$ cat src/rtl/game_pkg.sv
//============================================================================
// Module      : game_pkg
// Description : Shared types and widths for the loot bank game logic.
//               The player-state enum gains ST_STUNNED only when the
//               LOOT_BANK_STUN_EN macro is defined.
// Revision    : 1.0 - initial release
//============================================================================
`default_nettype none

package game_pkg;

    // Register widths for carried and banked money
    localparam int c_CARRY_W  = 4;
    localparam int c_SCORE_W  = 8;
    localparam int c_WINNER_W = 2;

    // Winner output encodings
    localparam logic [c_WINNER_W-1:0] c_WIN_NONE = 2'b00;
    localparam logic [c_WINNER_W-1:0] c_WIN_P1   = 2'b01;
    localparam logic [c_WINNER_W-1:0] c_WIN_P2   = 2'b10;

    // Per-player state machine states
    typedef enum logic [1:0] {
        ST_IDLE       = 2'd0,
        ST_CARRYING   = 2'd1,
        ST_DEPOSITING = 2'd2
`ifdef LOOT_BANK_STUN_EN
        ,
        ST_STUNNED    = 2'd3
`endif
    } player_state_t;

endpackage : game_pkg

`default_nettype wire

$ cat src/rtl/loot_wallet.sv
//============================================================================
// Module      : loot_wallet
// Description : One player's money handling: collect edge detection,
//               saturating carry, vault deposit one unit per frame, hit
//               handling and (with LOOT_BANK_STUN_EN) a stun cooldown.
//               Exposes the next-score value so the top can arbitrate the
//               win on the same edge the score changes.
// Revision    : 1.0 - initial release
//============================================================================
`default_nettype none

module loot_wallet
    import game_pkg::*;
#(
    parameter int CARRY_MAX   = 4
`ifdef LOOT_BANK_STUN_EN
    ,
    parameter int STUN_FRAMES = 60
`endif
) (
    input  logic                 clk,
    input  logic                 rst_n,
    input  logic                 i_run,
    input  logic [1:0]           i_collect,
    input  logic                 i_in_vault,
    input  logic                 i_hit,
    output logic [c_CARRY_W-1:0] o_carry,
    output logic [c_SCORE_W-1:0] o_score,
    output logic [c_SCORE_W-1:0] o_score_nxt,
    output logic                 o_full
);

    localparam logic [c_CARRY_W-1:0] c_CARRY_LIMIT = c_CARRY_W'(CARRY_MAX);
    localparam logic [c_CARRY_W:0]   c_SUM_LIMIT   = (c_CARRY_W + 1)'(CARRY_MAX);

    player_state_t          r_state;
    player_state_t          w_state_nxt;
    logic [c_CARRY_W-1:0]   r_carry;
    logic [c_CARRY_W-1:0]   w_carry_nxt;
    logic [c_SCORE_W-1:0]   r_score;
    logic [c_SCORE_W-1:0]   w_score_nxt;
    logic                   r_prev_nz;
    logic                   w_collect_edge;
    logic [c_CARRY_W:0]     w_carry_sum;
    logic [c_CARRY_W-1:0]   w_carry_add;

`ifdef LOOT_BANK_STUN_EN
    localparam int                 c_STUN_W    = $clog2(STUN_FRAMES + 1);
    localparam logic [c_STUN_W-1:0] c_STUN_LOAD = c_STUN_W'(STUN_FRAMES);

    logic [c_STUN_W-1:0] r_stun;
    logic [c_STUN_W-1:0] w_stun_nxt;
`endif

    // A collect counts only on the frame its value turns nonzero
    assign w_collect_edge = (i_collect != 2'b00) && !r_prev_nz;

    // Carry plus new money, clipped at the carry limit (excess is lost)
    assign w_carry_sum = {1'b0, r_carry} + {{(c_CARRY_W - 1){1'b0}}, i_collect};
    assign w_carry_add = (w_carry_sum > c_SUM_LIMIT) ? c_CARRY_LIMIT
                                                     : w_carry_sum[c_CARRY_W-1:0];

    // Next-state logic; priority is hit, then deposit, then collect
    always_comb begin
        w_state_nxt = r_state;
        w_carry_nxt = r_carry;
        w_score_nxt = r_score;
`ifdef LOOT_BANK_STUN_EN
        w_stun_nxt  = r_stun;
`endif
        if (i_hit) begin
            w_carry_nxt = '0;
`ifdef LOOT_BANK_STUN_EN
            w_state_nxt = ST_STUNNED;
            w_stun_nxt  = c_STUN_LOAD;
`else
            w_state_nxt = ST_IDLE;
`endif
        end else begin
            case (r_state)
                ST_IDLE: begin
                    if (w_collect_edge) begin
                        w_carry_nxt = w_carry_add;
                        w_state_nxt = ST_CARRYING;
                    end
                end
                ST_CARRYING: begin
                    if (i_in_vault) begin
                        w_state_nxt = ST_DEPOSITING;
                    end else if (w_collect_edge) begin
                        w_carry_nxt = w_carry_add;
                    end
                end
                ST_DEPOSITING: begin
                    if (i_in_vault) begin
                        w_carry_nxt = r_carry - c_CARRY_W'(1);
                        if (r_score != '1) begin
                            w_score_nxt = r_score + c_SCORE_W'(1);
                        end
                        if (r_carry == c_CARRY_W'(1)) begin
                            w_state_nxt = ST_IDLE;
                        end
                    end else begin
                        w_state_nxt = ST_CARRYING;
                    end
                end
`ifdef LOOT_BANK_STUN_EN
                ST_STUNNED: begin
                    if (r_stun <= c_STUN_W'(1)) begin
                        w_stun_nxt  = '0;
                        w_state_nxt = ST_IDLE;
                    end else begin
                        w_stun_nxt  = r_stun - c_STUN_W'(1);
                    end
                end
`endif
                default: begin
                    w_state_nxt = ST_IDLE;
                end
            endcase
        end
    end

    // State registers advance only while the round is running
    always_ff @(posedge clk or negedge rst_n) begin
        if (!rst_n) begin
            r_state   <= ST_IDLE;
            r_carry   <= '0;
            r_score   <= '0;
            r_prev_nz <= 1'b0;
`ifdef LOOT_BANK_STUN_EN
            r_stun    <= '0;
`endif
        end else if (i_run) begin
            r_state   <= w_state_nxt;
            r_carry   <= w_carry_nxt;
            r_score   <= w_score_nxt;
            r_prev_nz <= (i_collect != 2'b00);
`ifdef LOOT_BANK_STUN_EN
            r_stun    <= w_stun_nxt;
`endif
        end
    end

    assign o_carry     = r_carry;
    assign o_score     = r_score;
    assign o_full      = (r_carry == c_CARRY_LIMIT);
    assign o_score_nxt = i_run ? w_score_nxt : r_score;

endmodule : loot_wallet

`default_nettype wire

$ cat src/rtl/loot_bank.sv
//============================================================================
// Module      : loot_bank
// Description : Two-player loot banking. Each player has a loot_wallet; this
//               level decides the round winner and freezes play once the
//               round is over. Optional stun cooldown: LOOT_BANK_STUN_EN.
// Revision    : 1.0 - initial release
//============================================================================
`default_nettype none

module loot_bank
    import game_pkg::*;
#(
    parameter int CARRY_MAX   = 4,
    parameter int WIN_SCORE   = 20,
    parameter int STUN_FRAMES = 60
) (
    input  logic                  FrameClk,
    input  logic                  ResetN,
    input  logic                  GameEnable,
    input  logic [1:0]            P1Collect,
    input  logic [1:0]            P2Collect,
    input  logic                  P1InVault,
    input  logic                  P2InVault,
    input  logic                  P1Hit,
    input  logic                  P2Hit,
    output logic                  P1Full,
    output logic                  P2Full,
    output logic [c_CARRY_W-1:0]  P1Carry,
    output logic [c_CARRY_W-1:0]  P2Carry,
    output logic [c_SCORE_W-1:0]  P1Score,
    output logic [c_SCORE_W-1:0]  P2Score,
    output logic [c_WINNER_W-1:0] Winner,
    output logic                  GameOver
);

    localparam logic [c_SCORE_W-1:0] c_WIN_LEVEL = c_SCORE_W'(WIN_SCORE);

    // Reject parameter values the carry/stun registers cannot represent
    if (CARRY_MAX < 1 || CARRY_MAX > 15 || STUN_FRAMES < 1) begin : g_param_check
        $error("loot_bank: CARRY_MAX or STUN_FRAMES out of range");
    end

    logic                  r_game_over;
    logic [c_WINNER_W-1:0] r_winner;
    logic                  w_run;
    logic [c_SCORE_W-1:0]  w_p1_score_nxt;
    logic [c_SCORE_W-1:0]  w_p2_score_nxt;

    // Play advances only while enabled and the round is undecided
    assign w_run = GameEnable && !r_game_over;

    loot_wallet #(
        .CARRY_MAX   (CARRY_MAX)
`ifdef LOOT_BANK_STUN_EN
        ,
        .STUN_FRAMES (STUN_FRAMES)
`endif
    ) u_wallet_p1 (
        .clk         (FrameClk),
        .rst_n       (ResetN),
        .i_run       (w_run),
        .i_collect   (P1Collect),
        .i_in_vault  (P1InVault),
        .i_hit       (P1Hit),
        .o_carry     (P1Carry),
        .o_score     (P1Score),
        .o_score_nxt (w_p1_score_nxt),
        .o_full      (P1Full)
    );

    loot_wallet #(
        .CARRY_MAX   (CARRY_MAX)
`ifdef LOOT_BANK_STUN_EN
        ,
        .STUN_FRAMES (STUN_FRAMES)
`endif
    ) u_wallet_p2 (
        .clk         (FrameClk),
        .rst_n       (ResetN),
        .i_run       (w_run),
        .i_collect   (P2Collect),
        .i_in_vault  (P2InVault),
        .i_hit       (P2Hit),
        .o_carry     (P2Carry),
        .o_score     (P2Score),
        .o_score_nxt (w_p2_score_nxt),
        .o_full      (P2Full)
    );

    // Latch the winner on the edge a score first reaches the target; P1 wins ties
    always_ff @(posedge FrameClk or negedge ResetN) begin
        if (!ResetN) begin
            r_game_over <= 1'b0;
            r_winner    <= c_WIN_NONE;
        end else if (w_run) begin
            if (w_p1_score_nxt >= c_WIN_LEVEL) begin
                r_game_over <= 1'b1;
                r_winner    <= c_WIN_P1;
            end else if (w_p2_score_nxt >= c_WIN_LEVEL) begin
                r_game_over <= 1'b1;
                r_winner    <= c_WIN_P2;
            end
        end
    end

    assign GameOver = r_game_over;
    assign Winner   = r_winner;

endmodule : loot_bank

`default_nettype wire

$ cat config.mk
export PLATFORM = sky130hd
export DESIGN_NAME = loot_bank
export DESIGN_NICKNAME = d
export VERILOG_FILES = /design/src/rtl/game_pkg.sv /design/src/rtl/loot_wallet.sv /design/src/rtl/loot_bank.sv
export SDC_FILE = /design/constraint.sdc
export NUM_CORES = 1
export LEC_CHECK = 0
export ABC_AREA = 1
export BUFFER_PORTS_ARGS = -buffer_cell sky130_fd_sc_hd__buf_2
export CORE_ASPECT_RATIO = 0.6
export CORE_MARGIN = 4
export CORE_UTILIZATION = 56
export DETAILED_ROUTE_END_ITERATION = 16
export PLACE_DENSITY = 0.8
export SYNTH_ARGS = -nofsm -noshare
export SYNTH_HDL_FRONTEND = slang
export SYNTH_SLANG_ARGS = --single-unit
$ cat constraint.sdc
create_clock -name FrameClk -period 2.3 [get_ports FrameClk]
set_input_delay 0.23 -clock FrameClk [delete_from_list [all_inputs] [get_ports FrameClk]]
set_output_delay 0.23 -clock FrameClk [all_outputs]
set_load 0.05 [all_outputs]
# Word level (Yosys, flattened, before mapping)
# Cells that the tools add are included.
totals:
  regBits: 33
  out_inout_bits: 29
  wordCells: 96
classes:
  add_sub_neg: 6
  n_lt_le_gt_ge: 4
  eq_ne: 20
  n_mux: 38
  reduce_logical: 18
ops:
  columns: ["operator", "count"]
  rows:
  - ["8-bit 2-to-1 mux", 10]
  - ["4-bit 2-to-1 mux", 10]
  - ["2-bit 2-to-1 mux", 12]
  - ["4-bit case mux with 3 select lines", 2]
  - ["3-bit != test, second input constant", 6]
  - ["8-bit by 1-bit adder with 8-bit output, second input constant", 2]
  - ["8-bit by 5-bit >= comparator with 1-bit output, second input constant", 2]
  - ["8-bit != test, second input constant", 2]
  - ["4-bit AND reduction", 4]
  - ["2-bit case mux with 3 select lines", 2]
  - ["4-bit by 2-bit adder with 5-bit output", 2]
  - ["5-bit by 3-bit greater-than comparator with 1-bit output, second input constant", 2]
  - ["4-bit by 1-bit == test with 1-bit output, second input constant", 2]
  - ["4-bit by 3-bit == test with 1-bit output, second input constant", 2]
  - ["4-bit by 3-bit != test with 1-bit output, second input constant", 2]
  - ["4-bit nonzero test", 2]
  - ["4-bit by 1-bit subtractor with 4-bit output, second input constant", 2]
  - ["3-bit by 2-bit != test with 1-bit output, second input constant", 2]
  - ["2-bit nonzero test", 3]
  - ["2-bit by 1-bit == test with 1-bit output, second input constant", 2]
  - ["2-bit == test, second input constant", 2]
  - ["2-bit logical NOT", 2]
  - ["1-bit logical AND", 3]
  - ["1-bit logical NOT", 3]
  - ["other kinds (2)", 3]

# Depth between registers and ports, before layout
depth:
  word_depth: 9
  mapped_depth: 13

# By module
# A second synthesis with hierarchy kept.
hier_totals:
  hier_cells: 369
  area_unflattened_um2: 2613.8
by_module_without_submodules:
  columns: ["mod", "instances", "cells_each", "area_per_inst_um2", "seq_area_each_um2"]
  rows:
  - ["loot_wallet at u_wallet_p1", 1, 170, 1216.2, 375.4]
  - ["loot_wallet at u_wallet_p2", 1, 170, 1212.4, 375.4]
  - ["loot_bank", 1, 29, 185.2, 75.1]

# Least setup slack after synthesis
# No wires, ideal clock.
synth_timing:
  path_type: "flip-flop to flip-flop"
  from: "register u_wallet_p2.r_carry[0], in the netlist u_wallet_p2.o_carry[0]"
  to: "register u_wallet_p2.r_carry[0], in the netlist u_wallet_p2.o_carry[0]"
  setup_ns: 0.128
  t_arrival_ns: 1.912
  path_slack_ns: 0.261
  stages_incl_launch_ff: 9
  path_buffers: 0
  cell_sequence: "dfrtp_1 -> ha_1 -> fa_1 -> xnor2_1 -> o21bai_1 -> o211ai_1 -> o21ai_0 -> nand3_1 -> o21ai_0"
synth_between:
  elab_chain_cells: 7
synth_lines:
  columns: ["item", "line_no", "text"]
  rows:
  - ["start, declared", "loot_wallet.sv:38", "logic [c_CARRY_W-1:0] r_carry;"]
  - ["start signal, assigned", "loot_wallet.sv:136", "r_carry <= w_carry_nxt;"]
  - ["4-bit by 2-bit adder with 5-bit output", "loot_wallet.sv:59", "assign w_carry_sum = {1'b0, r_carry} + {{(c_CARRY_W - 1){1'b0}}, i_collect};"]
  - ["5-bit by 3-bit greater-than comparator with 1-bit output", "loot_wallet.sv:60", "assign w_carry_add = (w_carry_sum > c_SUM_LIMIT) ? c_CARRY_LIMIT"]
  - ["4-bit 2-to-1 mux", "loot_wallet.sv:60", null]
  - ["4-bit 2-to-1 mux", "loot_wallet.sv:82, loot_wallet.sv:90", null]
  - ["4-bit 2-to-1 mux", "loot_wallet.sv:88", "if (i_in_vault) begin"]
  - ["4-bit case mux with 3 select lines *", "loot_wallet.sv:80", "case (r_state)"]
  - ["4-bit 2-to-1 mux *", "loot_wallet.sv:71", "if (i_hit) begin"]
# Mark *: on every way between the ends. The rest lies on a longest branch, timed or not. The select of a mux whose other input is x is not followed.
# A chain may end at the register's enable or synchronous reset.

# Final worst setup path
layout_timing:
  from: "register u_wallet_p1.r_carry[0], in the netlist u_wallet_p1.o_carry[0]"
  to: "register u_wallet_p1.r_carry[1], in the netlist u_wallet_p1.o_carry[1]"
layout_between:
  elab_chain_cells: 7
layout_lines:
  columns: ["item", "line_no"]
  rows:
  - ["start, declared", "loot_wallet.sv:38"]
  - ["start signal, assigned", "loot_wallet.sv:136"]
  - ["4-bit by 2-bit adder with 5-bit output", "loot_wallet.sv:59"]
  - ["5-bit by 3-bit greater-than comparator with 1-bit output", "loot_wallet.sv:60"]
  - ["4-bit 2-to-1 mux", "loot_wallet.sv:60"]
  - ["4-bit 2-to-1 mux", "loot_wallet.sv:82, loot_wallet.sv:90"]
  - ["4-bit 2-to-1 mux", "loot_wallet.sv:88"]
  - ["4-bit case mux with 3 select lines *", "loot_wallet.sv:80"]
  - ["4-bit 2-to-1 mux *", "loot_wallet.sv:71"]
# Marked as above.

==> impl_metrics.toml <==
[run_status]
result_of_the_run = "complete, but fails checks"
failing_checks = "hold timing"

[global_routing]
grt_start_max_net_pins = 34
number_of_antenna_violations_at_the_first_check_in_global_routing = 0
grt.busiest_layer = "met1"
grt_pass1_wl_mm = 8.949
grt_remaining_overflow = 0
globalRouteTotalUtil = 0.2155
grt_use_met2 = 0.2928
vias_in_the_first_global_route = 1910
grt_util_met3 = 0.07004
grt_util_met1 = 0.3157

[clock_tree]
hold_buffer_count_at_cts = 0
ctsResizeCount = 0
clk_root_buffer_cell = "clkbuf_8"
clock_latency_ps = 290
cts_inserted_buffers = 5
clock_sink_count = 33
cts_tree = "yes"
clock_path_buffers = 2
cts_htree_levels = 2
post_cts_buffers = 0
clkTransAtPathRegs_ps = 70

[timing]
finClkSkew_ps = 4.060
final.setup.worst_slack_ps = 336.1
maxSlewHeadroom = 0.5142
timing.setup.tns_ps = 0
setup_repair_after_global_routing_missed_its_margin = "no"
max_slew.worst_pin.slew_ps = 728.6
hold_viol_final = 11
timing.final.setup_violations = 0
finalCriticalPeriod_ps = 1964
hold_slack_ps = -12.86
min_period_over_period = 0.8539
fmax_mhz = 509.2
final-max-slew-violation-count = 0

[drt]
via_count = 2184
drt_pass1_iterations = 5
drt-initial-drc-count = 130
detail-route-antenna-nets = 0
detail_route.vias_per_cell = 5.314
drt-total-wl_mm = 5.292
route.detailed.drc = 0
route.detailed.wl_per_inst_um = 12.88

[critical_path]
worst_ep_arrival_time_ps = 2160
cp-startpoint = "u_wallet_p1.o_carry[0]"
critPathKind = "register to register"
worstSetupEndpointType = "register"
worstSetupStartpointType = "register"
r2r-start = "u_wallet_p1.o_carry[0]"
worst_ep_required_time_ps = 2500
r2r_setup_slack_ps = 340
maximum_fanout_along_the_worst_path = 4

[pwr]
pwr-share-seq = 0.450
power_switching_mw = 0.3451
power.switching_fraction = 0.2579
clockPowerShare = 0.432
power.density_cell_area_nw_per_um2 = 489.8
power.share.combinational = 0.118
cellLeakagePower_nw = 1.455
power.internal_mw = 0.9928
fin_total_pwr_mw = 1.338
vdd_drop_max_mv = 0.4746

[yosys]
postSynthNetCount = 330
synth.top_cell.area_share = 0.3511
synth_area_leader_cell = "dfrtp_1"
post_synth_instance_area_um2 = 2352
yosysSeqAreaShare = 0.3511
synth_warnings = 0
netlist_top_cells_area = "dfrtp_1 (35%), nand2_1 (11%), inv_1 (8.1%)"
ys_ff_latch = 33
syn-instance-count = 307
synth_cell_type_count = 38
postSynthAreaPerCell_um2 = 7.662

[floorplan]
num_io_pins = 40
dieWidth_um = 91.67
core_area_um2 = 3850
die_area_um2 = 5335
rows = 17
fp.dieH_um = 58.20
initial_utilization = 0.6110

[placed_design]
pre_cts_ws_ps = 337.5
port-buffer-count = 39
routabilityCongestion = 0.8850
postPlaceCellArea_um2 = 2615
hpwl_mm = 4.133

[cells_and_area]
fillerInstances = 327
n_antenna_cell = 0
mostFrequentLayoutCells = "nand2_1 (69), inv_1 (51), buf_2 (39)"
areaGrowthSynthToFinish_pct = 16.12
drive_above_1_share = 0.2373
most_common_cell_after_layout_fill_and_taps_aside = "nand2_1"
design.final.nets = 376
stdcell_area_um2 = 2731

[worst_hold_path]
hold_path.class = "primary input to async pin"

[flow_run]
drv_cap = 0
[per-stage QoR]
stage,cells,utilization
5_1_grt,411,0.7095
2_1_floorplan,307,-
6_report,411,0.7095
4_1_cts,411,0.7095
3_5_place_dp,403,0.6792
3_3_place_gp,403,0.6792
[synthesized netlist by cell type (all sizes together)]
cell type  count
mux2           1
nor2          33
xor2           5
ha            10
buf            1
or2            1
inv           55
a22oi          2
xnor2          4
a31oi          2
nand2         77
o21bai         4
nand3         33
nand4          7
a21oi          7
dfrtp         33
o211ai         5
a211oi         1
nor3           2
o22ai          1
o2111ai        1
nand3b         1
fa             2
o21ai         19
[flip-flops by register name, indices dropped and copies added (netlist names)]
register               cells
Winner                     2
u_wallet_p1.r_prev_nz      1
u_wallet_p2.o_score        8
u_wallet_p2.r_state        2
u_wallet_p2.r_prev_nz      1
u_wallet_p1.o_carry        4
GameOver                   1
u_wallet_p2.o_carry        4
u_wallet_p1.o_score        8
u_wallet_p1.r_state        2
[logic make-up after synthesis]
family                     synth area share
AOI/OAI and AO/OA                    0.1133
DFF                                  0.3511
xor gates and xnor gates            0.03351
adders and majority gates           0.07021
muxes                              0.004787
buffers and inverters               0.09255
and+or+nand+nor                      0.3346
[layer usage]
layer	share of wire	wire length, um	vias up
li1	-	-	1094
met1	0.50	2655	969
met2	0.39	2060	111
met3	0.092	489	10
met4	0.016	87	0
met5	0	0	-
[area by class of cell]
class / count / area (um2) / share of cell area
clock buffer: 7 / 86.33 / 0.03161
inverter: 55 / 206.4 / 0.07558
sequential: 33 / 825.8 / 0.3023
timing repair buffer: 40 / 202.7 / 0.07421
multi-input combinational: 218 / 1309 / 0.4792
tap: 57 / 71.32 / 0.02611
clock inverter: 1 / 30.03 / 0.01099
[worst max-delay path: stages, from the launching register on]
cell and delay, ps:
dfrtp_1 410, ha_1 230, fa_1 410, xnor2_1 200, o21bai_1 140, o211ai_1 120, nor2_1 140, nand2_1 70
a22oi_1 160
[power groups by stage]
stage	registers, mW	clock network [mW]	logic, mW
2_1_floorplan	0.638	0	0.0750
3_5_place_dp	0.613	0	0.157
5_1_grt	0.604	0.618	0.177
6_report	0.602	0.578	0.158
4_1_cts	0.602	0.588	0.158
3_3_place_gp	0.612	0	0.152
[final timing paths]
check	end	depth (start not counted)
max	u_wallet_p1.o_carry[1]	8
min	u_wallet_p1.o_score[7]	1
max reg2reg	u_wallet_p1.o_carry[1]	8
min reg2reg	Winner[0]	2
max in group asynchronous	u_wallet_p2.r_prev_nz	1
min in group FrameClk	u_wallet_p2.r_prev_nz	3
No activity file was read; power rests on OpenSTA's default activity.
